[config.mk]
export PLATFORM = sky130hd
export DESIGN_NAME = id_ex_stage
export DESIGN_NICKNAME = d
export VERILOG_FILES = /design/src/rtl/mspu_pipe_pkg.sv /design/src/rtl/load_use_detect.sv /design/src/rtl/id_ex_stage.sv
export SDC_FILE = /design/constraint.sdc
export NUM_CORES = 1
export LEC_CHECK = 0
export CELL_PAD_IN_SITES_DETAIL_PLACEMENT = 1
export CELL_PAD_IN_SITES_GLOBAL_PLACEMENT = 2
export CORE_MARGIN = 3
export CORE_UTILIZATION = 24
export DETAILED_ROUTE_END_ITERATION = 6
export PLACE_DENSITY_LB_ADDON = 0.3
export SETUP_SLACK_MARGIN = 0.1
export SLEW_MARGIN = 20
export SYNTH_ARGS = -nofsm -noshare
export SYNTH_HDL_FRONTEND = slang
export SYNTH_SLANG_ARGS = --single-unit
[constraint.sdc]
create_clock -name clk -period 1.7 [get_ports clk]
set_clock_uncertainty 0.05 [all_clocks]
set_input_delay 0.17 -clock clk [delete_from_list [all_inputs] [get_ports clk]]
set_output_delay 0.17 -clock clk [all_outputs]
set_load 0.01 [all_outputs]
[src/rtl/mspu_pipe_pkg.sv]
// Shared types for the mspu decode/execute pipeline boundary.
package mspu_pipe_pkg;

  localparam int unsigned XLEN   = 32;
  localparam int unsigned CTRL_W = 16;

  typedef enum logic [0:0] {
    RUN,
    FLUSH_PEND
  } id_ex_state_t;

  typedef struct packed {
    logic              valid;
    logic              reg_we;
    logic              mem_re;
    logic [4:0]        rs1;
    logic [4:0]        rs2;
    logic [4:0]        rd;
    logic [XLEN-1:0]   alu_a;
    logic [XLEN-1:0]   alu_b;
    logic [XLEN-1:0]   imm;
    logic [XLEN-1:0]   pc;
    logic [CTRL_W-1:0] ctrl;
  } id_ex_t;

endpackage

[src/rtl/load_use_detect.sv]
// Flags an ID instruction that reads the destination of a load currently in EX.
module load_use_detect (
  input  logic       ex_valid,
  input  logic       mem_re_ex,
  input  logic [4:0] rd_ex,
  input  logic       id_valid,
  input  logic [4:0] rs1_id,
  input  logic [4:0] rs2_id,
  input  logic       uses_rs1_id,
  input  logic       uses_rs2_id,
  output logic       hazard
);

  logic src_match;

  always_comb begin
    src_match = (uses_rs1_id && (rs1_id == rd_ex)) || (uses_rs2_id && (rs2_id == rd_ex));
    hazard    = ex_valid && mem_re_ex && (rd_ex != 5'd0) && id_valid && src_match;
  end

endmodule

[src/rtl/id_ex_stage.sv]
// ID->EX pipeline register with load-use bubbles, memory-stall hold and deferred flush.
// Optional ID_EX_BUBBLE_CNT_EN adds a 32-bit count of captured bubbles.
module id_ex_stage #(
  parameter int unsigned XLEN   = mspu_pipe_pkg::XLEN,
  parameter int unsigned CTRL_W = mspu_pipe_pkg::CTRL_W
) (
  input  logic              clk,
  input  logic              reset,
  input  logic              id_valid,
  input  logic [4:0]        rs1_id,
  input  logic [4:0]        rs2_id,
  input  logic              uses_rs1_id,
  input  logic              uses_rs2_id,
  input  logic [4:0]        rd_id,
  input  logic              reg_we_id,
  input  logic              mem_re_id,
  input  logic [XLEN-1:0]   alu_a_id,
  input  logic [XLEN-1:0]   alu_b_id,
  input  logic [XLEN-1:0]   imm_id,
  input  logic [XLEN-1:0]   pc_id,
  input  logic [CTRL_W-1:0] ctrl_id,
  input  logic              flush,
  input  logic              mem_stall,
  output logic              stall_id,
  output logic              ex_valid,
  output logic [4:0]        rs1_ex,
  output logic [4:0]        rs2_ex,
  output logic [4:0]        rd_ex,
  output logic              reg_we_ex,
  output logic              mem_re_ex,
  output logic [XLEN-1:0]   alu_a_ex,
  output logic [XLEN-1:0]   alu_b_ex,
  output logic [XLEN-1:0]   imm_ex,
  output logic [XLEN-1:0]   pc_ex,
  output logic [CTRL_W-1:0] ctrl_ex
`ifdef ID_EX_BUBBLE_CNT_EN
  ,
  output logic [31:0]       bubble_cnt
`endif
);

  import mspu_pipe_pkg::*;

  id_ex_t       ex_q, ex_d;
  id_ex_state_t state_q, state_d;
  logic         hazard;
  logic         bubble;

  load_use_detect u_load_use_detect (
    .ex_valid    (ex_q.valid),
    .mem_re_ex   (ex_q.mem_re),
    .rd_ex       (ex_q.rd),
    .id_valid    (id_valid),
    .rs1_id      (rs1_id),
    .rs2_id      (rs2_id),
    .uses_rs1_id (uses_rs1_id),
    .uses_rs2_id (uses_rs2_id),
    .hazard      (hazard)
  );

  always_comb begin
    ex_d    = ex_q;
    state_d = state_q;
    bubble  = 1'b0;
    if (mem_stall) begin
      if (flush) state_d = FLUSH_PEND;
    end else if (state_q == FLUSH_PEND) begin
      bubble  = 1'b1;
      state_d = RUN;
    end else if (flush || hazard) begin
      bubble = 1'b1;
    end else begin
      ex_d.valid  = id_valid;
      ex_d.reg_we = reg_we_id & id_valid;
      ex_d.mem_re = mem_re_id & id_valid;
      ex_d.rs1    = rs1_id;
      ex_d.rs2    = rs2_id;
      ex_d.rd     = rd_id;
      ex_d.alu_a  = alu_a_id;
      ex_d.alu_b  = alu_b_id;
      ex_d.imm    = imm_id;
      ex_d.pc     = pc_id;
      ex_d.ctrl   = ctrl_id;
    end
    // Bubbles only kill the control bits; datapath fields keep their old values.
    if (bubble) begin
      ex_d.valid  = 1'b0;
      ex_d.reg_we = 1'b0;
      ex_d.mem_re = 1'b0;
    end
  end

  always_comb begin
    stall_id = !reset && (mem_stall || ((state_q == RUN) && !flush && hazard));
  end

  always_ff @(posedge clk) begin
    if (reset) begin
      ex_q    <= '0;
      state_q <= RUN;
    end else begin
      ex_q    <= ex_d;
      state_q <= state_d;
    end
  end

`ifdef ID_EX_BUBBLE_CNT_EN
  logic [31:0] bubble_cnt_q;

  always_ff @(posedge clk) begin
    if (reset) begin
      bubble_cnt_q <= '0;
    end else if (bubble) begin
      bubble_cnt_q <= bubble_cnt_q + 32'd1;
    end
  end

  assign bubble_cnt = bubble_cnt_q;
`endif

  assign ex_valid  = ex_q.valid;
  assign rs1_ex    = ex_q.rs1;
  assign rs2_ex    = ex_q.rs2;
  assign rd_ex     = ex_q.rd;
  assign reg_we_ex = ex_q.reg_we;
  assign mem_re_ex = ex_q.mem_re;
  assign alu_a_ex  = ex_q.alu_a;
  assign alu_b_ex  = ex_q.alu_b;
  assign imm_ex    = ex_q.imm;
  assign pc_ex     = ex_q.pc;
  assign ctrl_ex   = ex_q.ctrl;

endmodule

==> impl_metrics.yaml, run 1 <==
outcome:
  status: "finished with violations"
  violations: "setup timing"
setup_path:
  crit-reg2reg-launch: "rd_ex[1]"
  crit_end: "stall_id"
  criticalPathCategory: "reg2out"
  startpoint: "rd_ex[1]"
  critical_path_arrival_ns: 1.89
  worstSetupStartpointType: "flop"
  rrSetupSlack_ns: -0.41
  reg2reg_to: "pc_ex[23]"
  end_kind: "output pin"
  critPathMaxFanout: 4
  reg2reg_depth: 8
  cp.required_ns: 1.48
floorplan:
  row_count: 74
  dieHeight_um: 212.0
  dieArea_mm2: 0.04495
  initial_utilization: 0.2461
  coreArea_mm2: 0.04139
  die_w_um: 212.0
  ioPinCount: 331
clocking:
  clk_root_buffer_cell: "clkbuf_16"
  cts_buffer_depth: 2
  clock_latency_ns: 0.46
  path_clk_slew_ns: 0.07
  htree_levels: 4
  cts_buffers: 17
  cts_tree: "built"
  postCtsHoldBufs: 0
  cts_num_sinks: 163
yosys:
  async_flop_share: 0
  synth.cell_area_mm2: 0.01019
  synth_top_cell_by_area: "dfxtp_1"
  synth_cells: 1286
  ys_warn_count: 0
  synth.most_common_cell: "nand3_1"
  ys_ff_latch: 163
  ys_top_cells_by_area: "dfxtp_1 32%, mux2i_1 16%, nand3_1 15%"
  synth_common_cells: "308 x nand3_1, 163 x dfxtp_1, 161 x nand2_1, 159 x mux2i_1, 159 x nor3b_1"
  avgSynthCellArea_um2: 7.921
  netlist.area_leader.share: 0.3204
  ys.flop_type: "dfxtp_1"
  yosys.cell_types.count: 26
  synth-edff-count: 0
  seq_area_frac_synth: 0.3204
  syn-num-nets: 1454
route:
  viasPerCell: 5.008
  drt_iter0_drc: 441
  drc: 0
  first_pass_iters: 5
  ant_nets: 0
  num_vias: 10790
  wl_per_cell_um: 20.05
  wl_mm: 43.21
sta:
  fin_crit_sh: 1.243
  relSlewSlack: 0.7227
  worst_slew_pin_slew_ns: 0.4150
  period_needed_ns: 2.112
  rsz0062_at_grt: "true"
  drv_slew: 0
  worst_slack_ns: -0.4123
  hold_viol_final: 0
  fmax_mhz: 473.4
  setup_viol: 163
final_layout:
  final_core_util: 0.3975
  syn2layout_area_growth_pct: 61.50
  fillers: 4707
  final_area_mm2: 0.01645
  drive_gt1_frac: 0.1208
  fin_cells: 2155
  fin_nets: 1777
place:
  placed_cells: 2096
  portBuffers: 330
  routabilityCongestion: 0.7424
  dp_hpwl_mm: 28.50
  dpl-instance-area_mm2: 0.01471
power_and_ir_drop:
  p_switching_uw: 3130
  swShare: 0.2824
  power_density_mw_per_mm2: 673.9
  clkPwrFrac: 0.366
  p_leak_uw: 0.008598
  pwr-share-seq: 0.397
  p_int_uw: 7956
  ir_worst_vdd_uv: 672.6
  p_comb_frac: 0.236
global_route:
  grt_usage: 0.1853
  grt_max_degree: 63
  antenna_found_initial: 2
  grt_pass1_vias: 11260
  grt-ovfl-total: 0
  grt_pass1_wl_mm: 65.61
min_path:
  hold_depth: 4
  hold_path.class: "in2reg"
run:
  timing.max_cap.violations: 0
-- routing by layer --
| layer | share of wire | wire length (um) | up-vias | global-route usage |
|---|---|---|---|---|
| li1 | - | - | 5252 | - |
| met1 | 0.46 | 19780 | 5266 | 0.2430 |
| met2 | 0.47 | 20330 | 240 | 0.3048 |
| met3 | 0.060 | 2577 | 31 | 0.05179 |
| met4 | 0.012 | 503 | 4 | 0.03972 |
| met5 | 0.00051 | 22 | - | 0 |
-- worst max-delay path, stage by stage (launching register included) --
cell     delay, ns
dfxtp_2       0.33
or4_4         0.52
o21a_4        0.24
a31oi_2       0.14
nor2_1        0.07
buf_2         0.14
-- power groups by stage --
stage | registers, uW | logic [uW] | clock network [uW]
6_report | 4410 | 2620 | 4060
5_1_grt | 4460 | 2830 | 4350
4_1_cts | 4420 | 2660 | 4230
3_5_place_dp | 4500 | 2620 | 0
3_3_place_gp | 4480 | 2590 | 0
2_1_floorplan | 4610 | 878 | 0
-- registers in the layout, indices dropped and copies added (netlist names), 5 cells and up --
signal    flops
ctrl_ex      16
pc_ex        32
rs2_ex        5
alu_b_ex     32
rs1_ex        5
rd_ex         5
imm_ex       32
alu_a_ex     32
-- how the worst min path moves through the flow --
stage	from	endpoint	slack [ns]
floorplan	reg_we_id	reg_we_ex	0.25
global placement	imm_ex[6]	imm_ex[6]	0.42
detailed placement	reg_we_ex	reg_we_ex	0.43
CTS	reset	pc_ex[12]	0.16
global route	reset	pc_ex[9]	0.18
finish	reset	pc_ex[6]	0.18
-- layout by cell type (no fill, tap or decap), drive strengths merged, types with 2 or more instances in the layout --
master and instances:
nor2b 2, clkbuf 32, dfxtp 163, a22o 2, a32oi 5, xnor2 10, nand4 2, dlygate4sd2 14
nand2 161, and3 160, nand3 308, bufinv 3, mux2i 159, nor3b 159, dlymetal6s2s 146, clkinv 2
nor2 2, inv 2, clkdlybuf4s50 167, bufbuf 2, buf 112
-- area by class of cell --
class | instances | area [um^2] | share of cell area
antenna | 1 | 2.502 | 0.0001521
clock buffer | 27 | 473.0 | 0.02875
clock inverter | 5 | 100.1 | 0.006085
inverter | 2 | 15.01 | 0.0009127
multi-input combinational | 978 | 6456 | 0.3925
sequential | 163 | 3269 | 0.1987
tap | 532 | 665.6 | 0.04046
timing repair buffer | 447 | 5469 | 0.3324
-- logic make-up (layout without fill, tap and decap cells) --
| kind of cell | Yosys count | count (layout) | synth area share |
|---|---|---|---|
| flip-flops | 163 | 163 | 0.3204 |
| buffers and inverters | 145 | 481 | 0.06977 |
| other | 0 | 1 | 0 |
| multiplexers | 159 | 159 | 0.1562 |
| AO/OA/AOI/OAI | 13 | 13 | 0.01302 |
| AND/OR/NAND/NOR | 796 | 796 | 0.4320 |
| XOR/XNOR | 10 | 10 | 0.008598 |
-- stage by stage --
stage	power (uW)	setup WS, ns	hold WS, ns	TNS [ns]
final	11090	-0.4123	0.1801	-51.87
after global routing	11640	-0.5191	0.1790	-66.71
after CTS	11310	-0.4718	0.1610	-57.86
after detailed placement	7112	-0.5474	0.4264	-77.81
after global placement	7071	-0.5511	0.4246	-76.41
after floorplan	5484	-0.2019	0.2529	-29.98
-- repair_timing --
| item | in CTS | in global routing |
|---|---|---|
| gates cloned | 6 | 6 |
| setup endpoints to repair | 322 | 311 |
| gates resized for setup | 73 | 181 |
| setup buffers | 8 | 7 |
| pin swaps | 12 | 22 |
Note: power is estimated with default switching activity, not from simulation.
==> run 2: changes to the inputs <==
ABC_CLOCK_PERIOD_IN_PS = 1700   (was default)
==> results of run 2 <==
Final layout, timing and power as in run 1 (identical DEF).
